===== src/rtl/cpu_host_ctrl.sv =====
// rtl/cpu_host_ctrl.sv - host-side run controller: preload, core reset/launch, timed run, readback
module cpu_host_ctrl #(
    parameter int TIMEOUT = 4096,
    parameter int RST_CYC = 2
) (
    input  logic        clk,
    input  logic        reset,
    input  logic        start,
    input  logic [7:0]  rd_base,
    input  logic [8:0]  rd_len,
    input  logic        ld_valid,
    input  logic [7:0]  ld_addr,
    input  logic [7:0]  ld_data,
    input  logic        ld_last,
    output logic        ld_ready,
    output logic        cpu_reset,
    output logic        cpu_req,
    input  logic        cpu_done,
    output logic        mem_own,
    output logic        mem_wr_en,
    output logic [7:0]  mem_addr,
    output logic [7:0]  mem_wdata,
    input  logic [7:0]  mem_rdata,
    output logic        res_valid,
    output logic [7:0]  res_addr,
    output logic [7:0]  res_data,
    input  logic        res_ready,
    output logic        busy,
    output logic        run_done,
    output logic        timed_out,
    output logic [15:0] run_cycles
);

    typedef enum logic [2:0] {
        S_IDLE, S_LOAD, S_CRST, S_RUN, S_RDBK, S_FIN
    } state_t;

    localparam logic [15:0] RST_LAST    = 16'(RST_CYC - 1);
    localparam logic [15:0] TIMEOUT_M1  = 16'(TIMEOUT - 1);

    state_t      state, state_nx;
    logic [15:0] cnt, cnt_nx;
    logic [7:0]  base_q;
    logic [8:0]  len_q;
    logic        first_run;
    logic        run_exit_done;
    logic        run_exit_tmo;
    logic        res_acc;
    logic [7:0]  rd_addr;

    // run_cycles is cleared on start, so zero inside RUN marks the launch cycle
    assign first_run     = (run_cycles == 16'd0);
    assign run_exit_done = (state == S_RUN) && !first_run && cpu_done;
    assign run_exit_tmo  = (state == S_RUN) && !run_exit_done && (run_cycles == TIMEOUT_M1);
    assign rd_addr       = base_q + cnt[7:0];
    assign res_acc       = res_valid && res_ready;

    always_ff @(posedge clk) begin
        if (reset) begin
            state      <= S_IDLE;
            cnt        <= 16'd0;
            base_q     <= 8'd0;
            len_q      <= 9'd0;
            run_cycles <= 16'd0;
            timed_out  <= 1'b0;
        end else begin
            state <= state_nx;
            cnt   <= cnt_nx;
            if (state == S_IDLE && start) begin
                base_q     <= rd_base;
                len_q      <= rd_len;
                run_cycles <= 16'd0;
                timed_out  <= 1'b0;
            end
            if (state == S_RUN)
                run_cycles <= run_cycles + 16'd1;
            if (run_exit_tmo)
                timed_out <= 1'b1;
        end
    end

    always_comb begin
        state_nx = state;
        cnt_nx   = cnt;
        case (state)
            S_IDLE: begin
                cnt_nx = 16'd0;
                if (start) state_nx = S_LOAD;
            end
            S_LOAD: begin
                if (ld_valid && ld_last) begin
                    state_nx = S_CRST;
                    cnt_nx   = 16'd0;
                end
            end
            S_CRST: begin
                if (cnt == RST_LAST) begin
                    state_nx = S_RUN;
                    cnt_nx   = 16'd0;
                end else begin
                    cnt_nx = cnt + 16'd1;
                end
            end
            S_RUN: begin
                if (run_exit_done || run_exit_tmo) begin
                    state_nx = S_RDBK;
                    cnt_nx   = 16'd0;
                end
            end
            S_RDBK: begin
                if (len_q == 9'd0) begin
                    state_nx = S_FIN;
                end else if (res_acc) begin
                    if (cnt[8:0] == len_q - 9'd1) state_nx = S_FIN;
                    else                          cnt_nx   = cnt + 16'd1;
                end
            end
            S_FIN:   state_nx = S_IDLE;
            default: state_nx = S_IDLE;
        endcase
    end

    // Handshake outputs are squelched during reset so an abandoned run emits nothing
    always_comb begin
        ld_ready  = 1'b0;
        mem_wr_en = 1'b0;
        mem_addr  = 8'd0;
        mem_wdata = 8'd0;
        res_valid = 1'b0;
        res_addr  = 8'd0;
        res_data  = 8'd0;
        cpu_req   = 1'b0;
        cpu_reset = reset || (state != S_RUN);
        mem_own   = reset || (state != S_RUN);
        busy      = (state != S_IDLE);
        run_done  = (state == S_FIN);
        case (state)
            S_LOAD: begin
                ld_ready  = !reset;
                mem_wr_en = !reset && ld_valid;
                mem_addr  = ld_addr;
                mem_wdata = ld_data;
            end
            S_RUN: begin
                cpu_req = !reset && first_run;
            end
            S_RDBK: begin
                mem_addr  = rd_addr;
                res_addr  = rd_addr;
                res_valid = !reset && (len_q != 9'd0);
                res_data  = res_valid ? mem_rdata : 8'd0;
            end
            default: ;
        endcase
    end

endmodule


===== config.mk =====
export PLATFORM = sky130hd
export DESIGN_NAME = cpu_host_ctrl
export DESIGN_NICKNAME = d
export VERILOG_FILES = /design/src/rtl/cpu_host_ctrl.sv
export SDC_FILE = /design/constraint.sdc
export NUM_CORES = 1
export LEC_CHECK = 0
export CORE_UTILIZATION = 31
export CTS_CLUSTER_DIAMETER = 30
export DETAILED_ROUTE_END_ITERATION = 16
export GPL_TIMING_DRIVEN = 1
export PLACE_DENSITY = 0.62
export SLEW_MARGIN = 20
export SYNTH_ARGS = -nofsm -noshare
export SYNTH_HDL_FRONTEND = slang
export SYNTH_SLANG_ARGS = --single-unit

===== constraint.sdc =====
create_clock -name clk -period 3 [get_ports clk]
set_input_delay 0.6 -clock clk [delete_from_list [all_inputs] [get_ports clk]]
set_output_delay 0.6 -clock clk [all_outputs]
set_load 0.03 [all_outputs]

Word level (Yosys, flattened, before mapping):

Cells that the tools add are included.

* register bits: 53

* reductions and logical operators: 25
* mux-type cells: 28
* equal/unequal tests: 18
* add/sub/neg operators: 4

Operator list (number)
* 16-bit 2-to-1 mux: 8
* 16-bit case mux with 5 select lines: 1
* 16-bit by 1-bit adder with 16-bit output, second input constant: 2
* 8-bit 2-to-1 mux: 4
* 3-bit 2-to-1 mux: 7
* 16-bit by 1-bit == test with 1-bit output, second input constant: 1
* 16-bit by 12-bit == test with 1-bit output, second input constant: 1
* 16-bit zero test: 1
* 8-bit case mux with 2 select lines: 1
* 3-bit case mux with 5 select lines: 1
* 2-bit != test, second input constant: 6
* 6-bit AND reduction: 2
* 1-bit logical AND: 10
* 9-bit == test: 1
* 9-bit zero test: 1
* 9-bit nonzero test: 1
* 9-bit by 1-bit subtractor with 9-bit output, second input constant: 1
* 8-bit adder: 1
* 3-bit by 2-bit == test with 1-bit output, second input constant: 2
* 3-bit == test, second input constant: 2
* 1-bit 2-to-1 mux: 6
* 3-bit != test, second input constant: 2
* 5-bit nonzero test: 1
* 2-bit nonzero test: 2
* other kinds (7): 10

Longest topological paths before layout:

Gate-level depths: netlist (run 1).

* depth after elaboration: 10
* gate-level depth with buffers: 10

Worst setup path after synthesis (run 1):

Ideal clock, no wire load.

* path kind: register -> output
* start point: register len_q[0]
* end point: output port res_data[0]
* required time: 2400 ps
* slack: 252 ps
* stages on the path, launching flop included: 7
* data arrival time: 2148 ps
* cell sequence: dfxtp_1 inv_1 ha_1 or3b_2 o311ai_1 inv_1 and2_1

* cells in the longest elaborated chain, start to end: 4

RTL lines
* from (decl): RTL line 44 `logic [8:0] len_q;`
* from (signal assigned): RTL line 71 `len_q <= rd_len;`
* 9-bit nonzero test: RTL line 150 `res_valid = !reset && (len_q != 9'd0);`
* 1-bit logical AND: RTL line 150
* 8-bit 2-to-1 mux: RTL line 151 `res_data = res_valid ? mem_rdata : 8'd0;`
* 8-bit 2-to-1 mux: RTL line 137 `case (state)`
* to (decl): RTL line 26 `output logic [7:0] res_data,`

Every way passes these cells.

Worst setup path in the final report (run 1):

* start point: register cnt[1]
* end point: output port mem_addr[7]

* cells in the longest elaborated chain, start to end: 2

RTL lines
* from (decl): RTL line 42 `logic [15:0] cnt, cnt_nx;`
* from (signal assigned): RTL line 68 `cnt <= cnt_nx;`
* 8-bit adder: RTL line 55 `assign rd_addr = base_q + cnt[7:0];`
* 8-bit case mux with 2 select lines: RTL line 137
* to (decl): RTL line 21 `output logic [7:0] mem_addr,`

Every way passes these cells.

==> results.py, run 1 <==
metrics = {
    "run_status": {
        "status": "finished, final reports clean",
    },
    "clock_tree": {
        "clk_pin_slew_worst_paths_ps": 100,
        "clockBufferDepth": 2,
        "cts-root-buf": "clkbuf_8",
        "clk_latency_ps": 320,
        "hold_buffers": 0,
        "cts_made_buffers": 5,
        "cts.sinks": 53,
        "cts_tree": "done",
        "cts_max_level": 2,
    },
    "global_routing": {
        "grt_util_all_layers_pct": 17.99,
        "antenna_found_initial": 0,
        "grt_max_degree": 43,
        "grt_pass1_wl_um": 16370,
        "grt_pass1_vias": 3360,
        "grt_overflow_total": 0,
    },
    "sta": {
        "tightestPinTransition_ps": 696.7,
        "hold_ws_ps": 464.2,
        "period_needed_ps": 2951,
        "skew_ps": 15.27,
        "clock.fmax_ghz": 0.3389,
        "slew_viol_final": 0,
        "hold_viol": 0,
        "relSlewSlack_pct": 53.55,
        "finalCritPeriodShare_pct": 98.36,
        "timing.final.ws_setup_ps": 49.27,
        "setup_viol": 0,
        "rsz0062_at_grt": "yes",
    },
    "drt": {
        "drt-total-wl_um": 10510,
        "drtIter0Drc": 191,
        "dr.pass1.iters": 4,
        "wl_per_cell_um": 14.97,
        "detail-route-antenna-nets": 0,
        "drt-vias-per-instance": 5.175,
        "met3_length_um": 516,
        "drcViolationCount": 0,
        "num_vias": 3633,
        "top_layer_used": "met4",
        "wl_met2_um": 5116,
        "drt-met1-wl_um": 4728,
    },
    "floorplanning": {
        "io_pins": 105,
        "core_um2": 10420,
        "start_util_pct": 32.18,
        "die_x_um": 106.0,
        "dieArea_um2": 11230,
        "rows": 37,
        "die_h_um": 106.0,
    },
    "synth": {
        "avgSynthCellArea_um2": 7.567,
        "seq_area_frac_synth_pct": 31.65,
        "synth-main-ff-cell": "dfxtp_1",
        "ys_types": 56,
        "synth_area_um2": 3352,
        "synth_edf_count": 0,
        "synth.ff_latch_count": 53,
        "syn_inst": 443,
        "ys_async_sr_fraction_pct": 0,
        "yosysWarnings": 0,
        "synth.net_count": 504,
    },
    "critical_path": {
        "criticalPathCategory": "register to output port",
        "end_kind": "output port",
        "cp-start-kind": "register",
        "r2r_cells": 11,
        "crit_fanout": 3,
        "required_ps": 2400,
        "crit_arrival_ps": 2350,
    },
    "run": {
        "max-cap-violations": 0,
    },
    "pwr": {
        "p_comb_share_pct": 53.8,
        "clock_power_share_pct": 15.5,
        "internal_power_mw": 1.557,
        "total_leakage_power_nw": 1.891,
        "switching_power_mw": 1.203,
        "switching_share_pct": 43.57,
        "power.density_nw_per_um2": 566.0,
        "peakVddDrop_mv": 0.2454,
        "p_seq_share_pct": 30.7,
    },
    "final_layout": {
        "final_cell_mix": "clkdlybuf4s50_1 (81), nand2_1 (60), dfxtp_1 (51)",
        "drive_gt1_share_pct": 14.13,
        "fin_nets": 626,
        "post-route-util_pct": 46.82,
        "final_common_cell": "clkdlybuf4s50_1",
        "antenna_cells": 0,
        "syn_to_final_growth_pct": 45.50,
    },
    "place": {
        "pre_cts_slack_ps": -9.059,
        "io_buffers": 104,
        "place_congestion": 0.8279,
        "dpl.hpwl_um": 7884,
    },
    "hold_path": {
        "hold_path_class": "register to register",
        "hold_depth": 2,
    },
}
==> metrics by stage <==
stage          total power [mW]  cell area [µm²]  setup TNS [ps]  cells
4_1_cts                   2.725             4783               0    700
6_report                  2.760             4877               0    702
5_1_grt                   2.944             4877          -211.0    702
3_3_place_gp              2.257             4686               0    692
3_5_place_dp              2.290             4686          -19.60    692
2_1_floorplan             1.747             3352               0    443
==> cell families (layout without fill, tap and decap cells) <==
kind of cell | Yosys count | in the layout | share of synthesized area, %
AOI/OAI and AO/OA | 106 | 106 | 21.02
xor gates and xnor gates | 16 | 16 | 4.181
adders and majority gates | 13 | 13 | 5.076
buffers and inverters | 40 | 163 | 4.964
DFF | 53 | 53 | 31.65
muxes | 1 | 1 | 0.3359
and+or+nand+nor | 214 | 214 | 32.77
==> sequential cells by signal, indices dropped and copies added, names as in the netlist <==
name        count
len_q           9
run_cycles     16
base_q          8
timed_out       1
state           3
cnt            16
==> critical path: stages (launching register included) <==
cell       delay (ps)
dfxtp_4           380
ha_4              230
a21o_1            180
a21oi_2           150
o21bai_2          110
a2111oi_2         390
nor3_2            100
xnor2_1           210
a22o_1            170
buf_6             130
==> synthesized netlist by cell type, types with 3 or more instances <==
library cell  number  area share [%]
nor3_1             8             1.2
a311oi_1           7             1.8
nand3_1           23             3.4
xnor2_1           13             3.4
inv_1             17             1.9
dfxtp_1           53              32
nor4_1             8             1.5
buf_2              3            0.45
clkbuf_1          15             1.7
and2_1            22             4.1
o21a_1             3            0.67
nand2_1           60             6.7
ha_1              12             4.5
nor2_1            41             4.6
o31ai_1            5             1.1
nand4_1            5            0.93
or2_2              6             1.1
and3_1             8             1.5
or3_1             11             2.1
a2111oi_0          4             1.0
o21ai_0           17             2.5
a21o_1             7             1.6
nor3b_1            4            0.90
or4_1              8             1.8
xor2_1             3            0.78
a21oi_1           43             6.4
==> power by group through the flow <==
| stage | logic [mW] | registers, mW | clock network [mW] |
|---|---|---|---|
| after detailed placement | 1.44 | 0.854 | 0 |
| after CTS | 1.44 | 0.841 | 0.442 |
| final | 1.49 | 0.847 | 0.428 |
| after global placement | 1.41 | 0.848 | 0 |
| after floorplan | 0.892 | 0.855 | 0 |
| after global routing | 1.62 | 0.856 | 0.468 |
==> per-layer routing <==
metal,GRT usage (%),up-vias
li1,-,1831
met3,2.820,13
met5,0,-
met4,4.167,0
met1,23.76,1694
met2,30.67,95
==> final cells by class <==
| class | instances | area, µm² |
|---|---|---|
| Clock inverter | 3 | 21.27 |
| Clock buffer | 5 | 68.82 |
| Tap cell | 136 | 170.2 |
| Inverter | 17 | 63.81 |
| Fill cell | 1070 | 5539 |
| Sequential cell | 53 | 1069 |
| Multi-Input combinational cell | 350 | 2208 |
| Timing Repair Buffer | 138 | 1276 |
==> worst paths after layout <==
path                   from           to  slack, ps
setup / recovery     cnt[1]  mem_addr[7]         50
hold reg to reg   base_q[2]    base_q[2]        460
hold / removal    base_q[2]    base_q[2]        460
setup reg to reg   len_q[1]       cnt[0]        270
==> timing repair <==
action | 4_1_cts | 5_1_grt
pin swaps | 6 | 11
setup buffers | 0 | 2
gates cloned | 0 | 0
resized for setup | 21 | 20
setup endpoints to repair | 21 | 32
Power figures use the tool's default switching activity.
==> inputs of run 2 (changes only) <==
CELL_PAD_IN_SITES_DETAIL_PLACEMENT = 1   (was not set)
CELL_PAD_IN_SITES_GLOBAL_PLACEMENT = 1   (was not set)
PLACE_DENSITY = 0.83   (was 0.62)
==> results.py, run 2 (synthesis results as in run 1) <==
metrics = {
    "run_status": {
        "status": "finished, final reports clean",
    },
    "critical_path": {
        "crit_arrival_ps": 2340,
        "required_ps": 2400,
        "end_kind": "output port",
        "critPathLaunch": "cnt[1]",
        "crit_fanout": 3,
        "cp-start-kind": "register",
        "r2r-start": "run_cycles[1]",
        "criticalPathCategory": "register to output port",
    },
    "pwr": {
        "power.density_nw_per_um2": 577.7,
        "total_leakage_power_nw": 1.873,
        "finalPower_mw": 2.788,
        "peakVddDrop_mv": 0.3017,
    },
    "global_routing": {
        "grt_max_degree": 43,
        "antenna_found_initial": 0,
        "grt_pass1_wl_um": 19710,
        "grt_overflow_total": 0,
        "grt_util_all_layers_pct": 21.63,
        "grt_pass1_vias": 4054,
    },
    "drt": {
        "drt-vias-per-instance": 5.398,
        "drtIter0Drc": 161,
        "dr.pass1.iters": 4,
        "detail-route-antenna-nets": 0,
        "drcViolationCount": 0,
        "drt-total-wl_um": 12250,
        "num_vias": 3773,
        "wl_per_cell_um": 17.52,
    },
    "hold_path": {
        "hold_path_class": "register to register",
        "hold_start": "len_q[1]",
    },
    "final_layout": {
        "postLayoutCellArea_um2": 4826,
        "final_cell_mix": "clkdlybuf4s50_1 (81), nand2_1 (60), dfxtp_1 (49)",
        "antenna_cells": 0,
        "syn_to_final_growth_pct": 43.97,
        "final_common_cell": "clkdlybuf4s50_1",
        "fin_nets": 623,
        "instances_no_fill": 699,
        "drive_gt1_share_pct": 14.21,
        "reg_top3": "cnt: 16 flops, run_cycles: 16 flops, len_q: 9 flops",
        "post-route-util_pct": 46.33,
    },
    "clock_tree": {
        "cts_max_level": 2,
        "cts_tree": "done",
        "cts-root-buf": "clkbuf_8",
        "clockBufferDepth": 2,
        "clk_pin_slew_worst_paths_ps": 110,
        "cts_made_buffers": 5,
        "cts.sinks": 53,
        "clk_latency_ps": 320,
    },
    "sta": {
        "rsz0062_at_grt": "yes",
        "skew_ps": 11.65,
        "tightestPinTransition_ps": 754.3,
        "clock.fmax_ghz": 0.3401,
        "setup_viol": 0,
        "relSlewSlack_pct": 49.27,
        "finalCritPeriodShare_pct": 98.01,
        "setup_tns_ps": 0,
        "hold_viol": 0,
        "slew_viol_final": 0,
        "period_needed_ps": 2940,
    },
    "floorplanning": {
        "die_h_um": 106.0,
        "die_x_um": 106.0,
        "core_um2": 10420,
        "io_pins": 105,
        "start_util_pct": 32.18,
        "dieArea_um2": 11230,
        "rows": 37,
    },
    "place": {
        "io_buffers": 104,
        "place_congestion": 0.7982,
        "dpl.hpwl_um": 8945,
        "dp_cells": 685,
        "place_area_um2": 4633,
    },
    "run": {
        "max-cap-violations": 0,
    },
}
run 2: cell count changes in the layout (fill, tap and decap cells not counted), sizes merged:
| cell | before | now |
|---|---|---|
| buf | 42 | 40 |
| clkbuf | 6 | 7 |
| clkdlybuf4s15 | 0 | 3 |
| clkinv | 1 | 0 |
| clkinvlp | 1 | 2 |
| dlygate4sd2 | 12 | 5 |
| dlymetal6s2s | 2 | 4 |
| inv | 18 | 17 |
| o21ai | 18 | 19 |
run 2: stage by stage:
stage,setup WS (ps),hold slack (ps)
floorplan,252.4,440.0
CTS,1.830,474.7
detailed placement,-39.09,459.8
global placement,11.90,451.0
finish,59.68,472.9
global route,-66.97,489.3
run 2: worst paths after layout:
check                 to  slack (ps)  cells past startpoint
max          mem_addr[7]          60                      9
min             len_q[1]         470                      2
max reg2reg      cnt[12]         190                      8
min reg2reg     len_q[1]         470                      2
run 2: final cells by class:
class	instances	area (µm²)
inverters	17	63.81
fillers	1291	5590
repair buffers	133	1240
well taps	136	170.2
flip-flops and latches	53	1066
multi-input cells	351	2197
clock buffers	7	76.32
repair inverters	1	5.005
clock inverters	1	7.507
run 2: layer usage:
layer | track usage [%] | part of all wire, % | up-vias
met3 | 3.004 | 3.1 | 18
li1 | - | - | 1818
met4 | 5.853 | 2.0 | 0
met1 | 25.48 | 43 | 1861
met5 | 0 | 0 | -
met2 | 40.57 | 52 | 76
run 2: worst max-delay path, cell delays in order (launching register included):
cell	delay (ps)
dfxtp_2	360
ha_1	290
a21o_1	170
a21oi_2	190
o21bai_2	110
a2111oi_2	300
nor3_1	100
xnor2_1	200
a22o_1	160
buf_4	150
run 2: where the power goes:
part	total, mW	switching, mW	internal [mW]
Combinational	1.51	0.914	0.600
Clock	0.424	0.258	0.166
Sequential	0.850	0.0768	0.773
run 2: timing repair:
item                       CTS  global route
pin swaps                    7             4
hold buffers                 0             0
gates resized for setup     39            17
setup buffers                2             2
cloned                       1             1
setup endpoints to repair   21            26
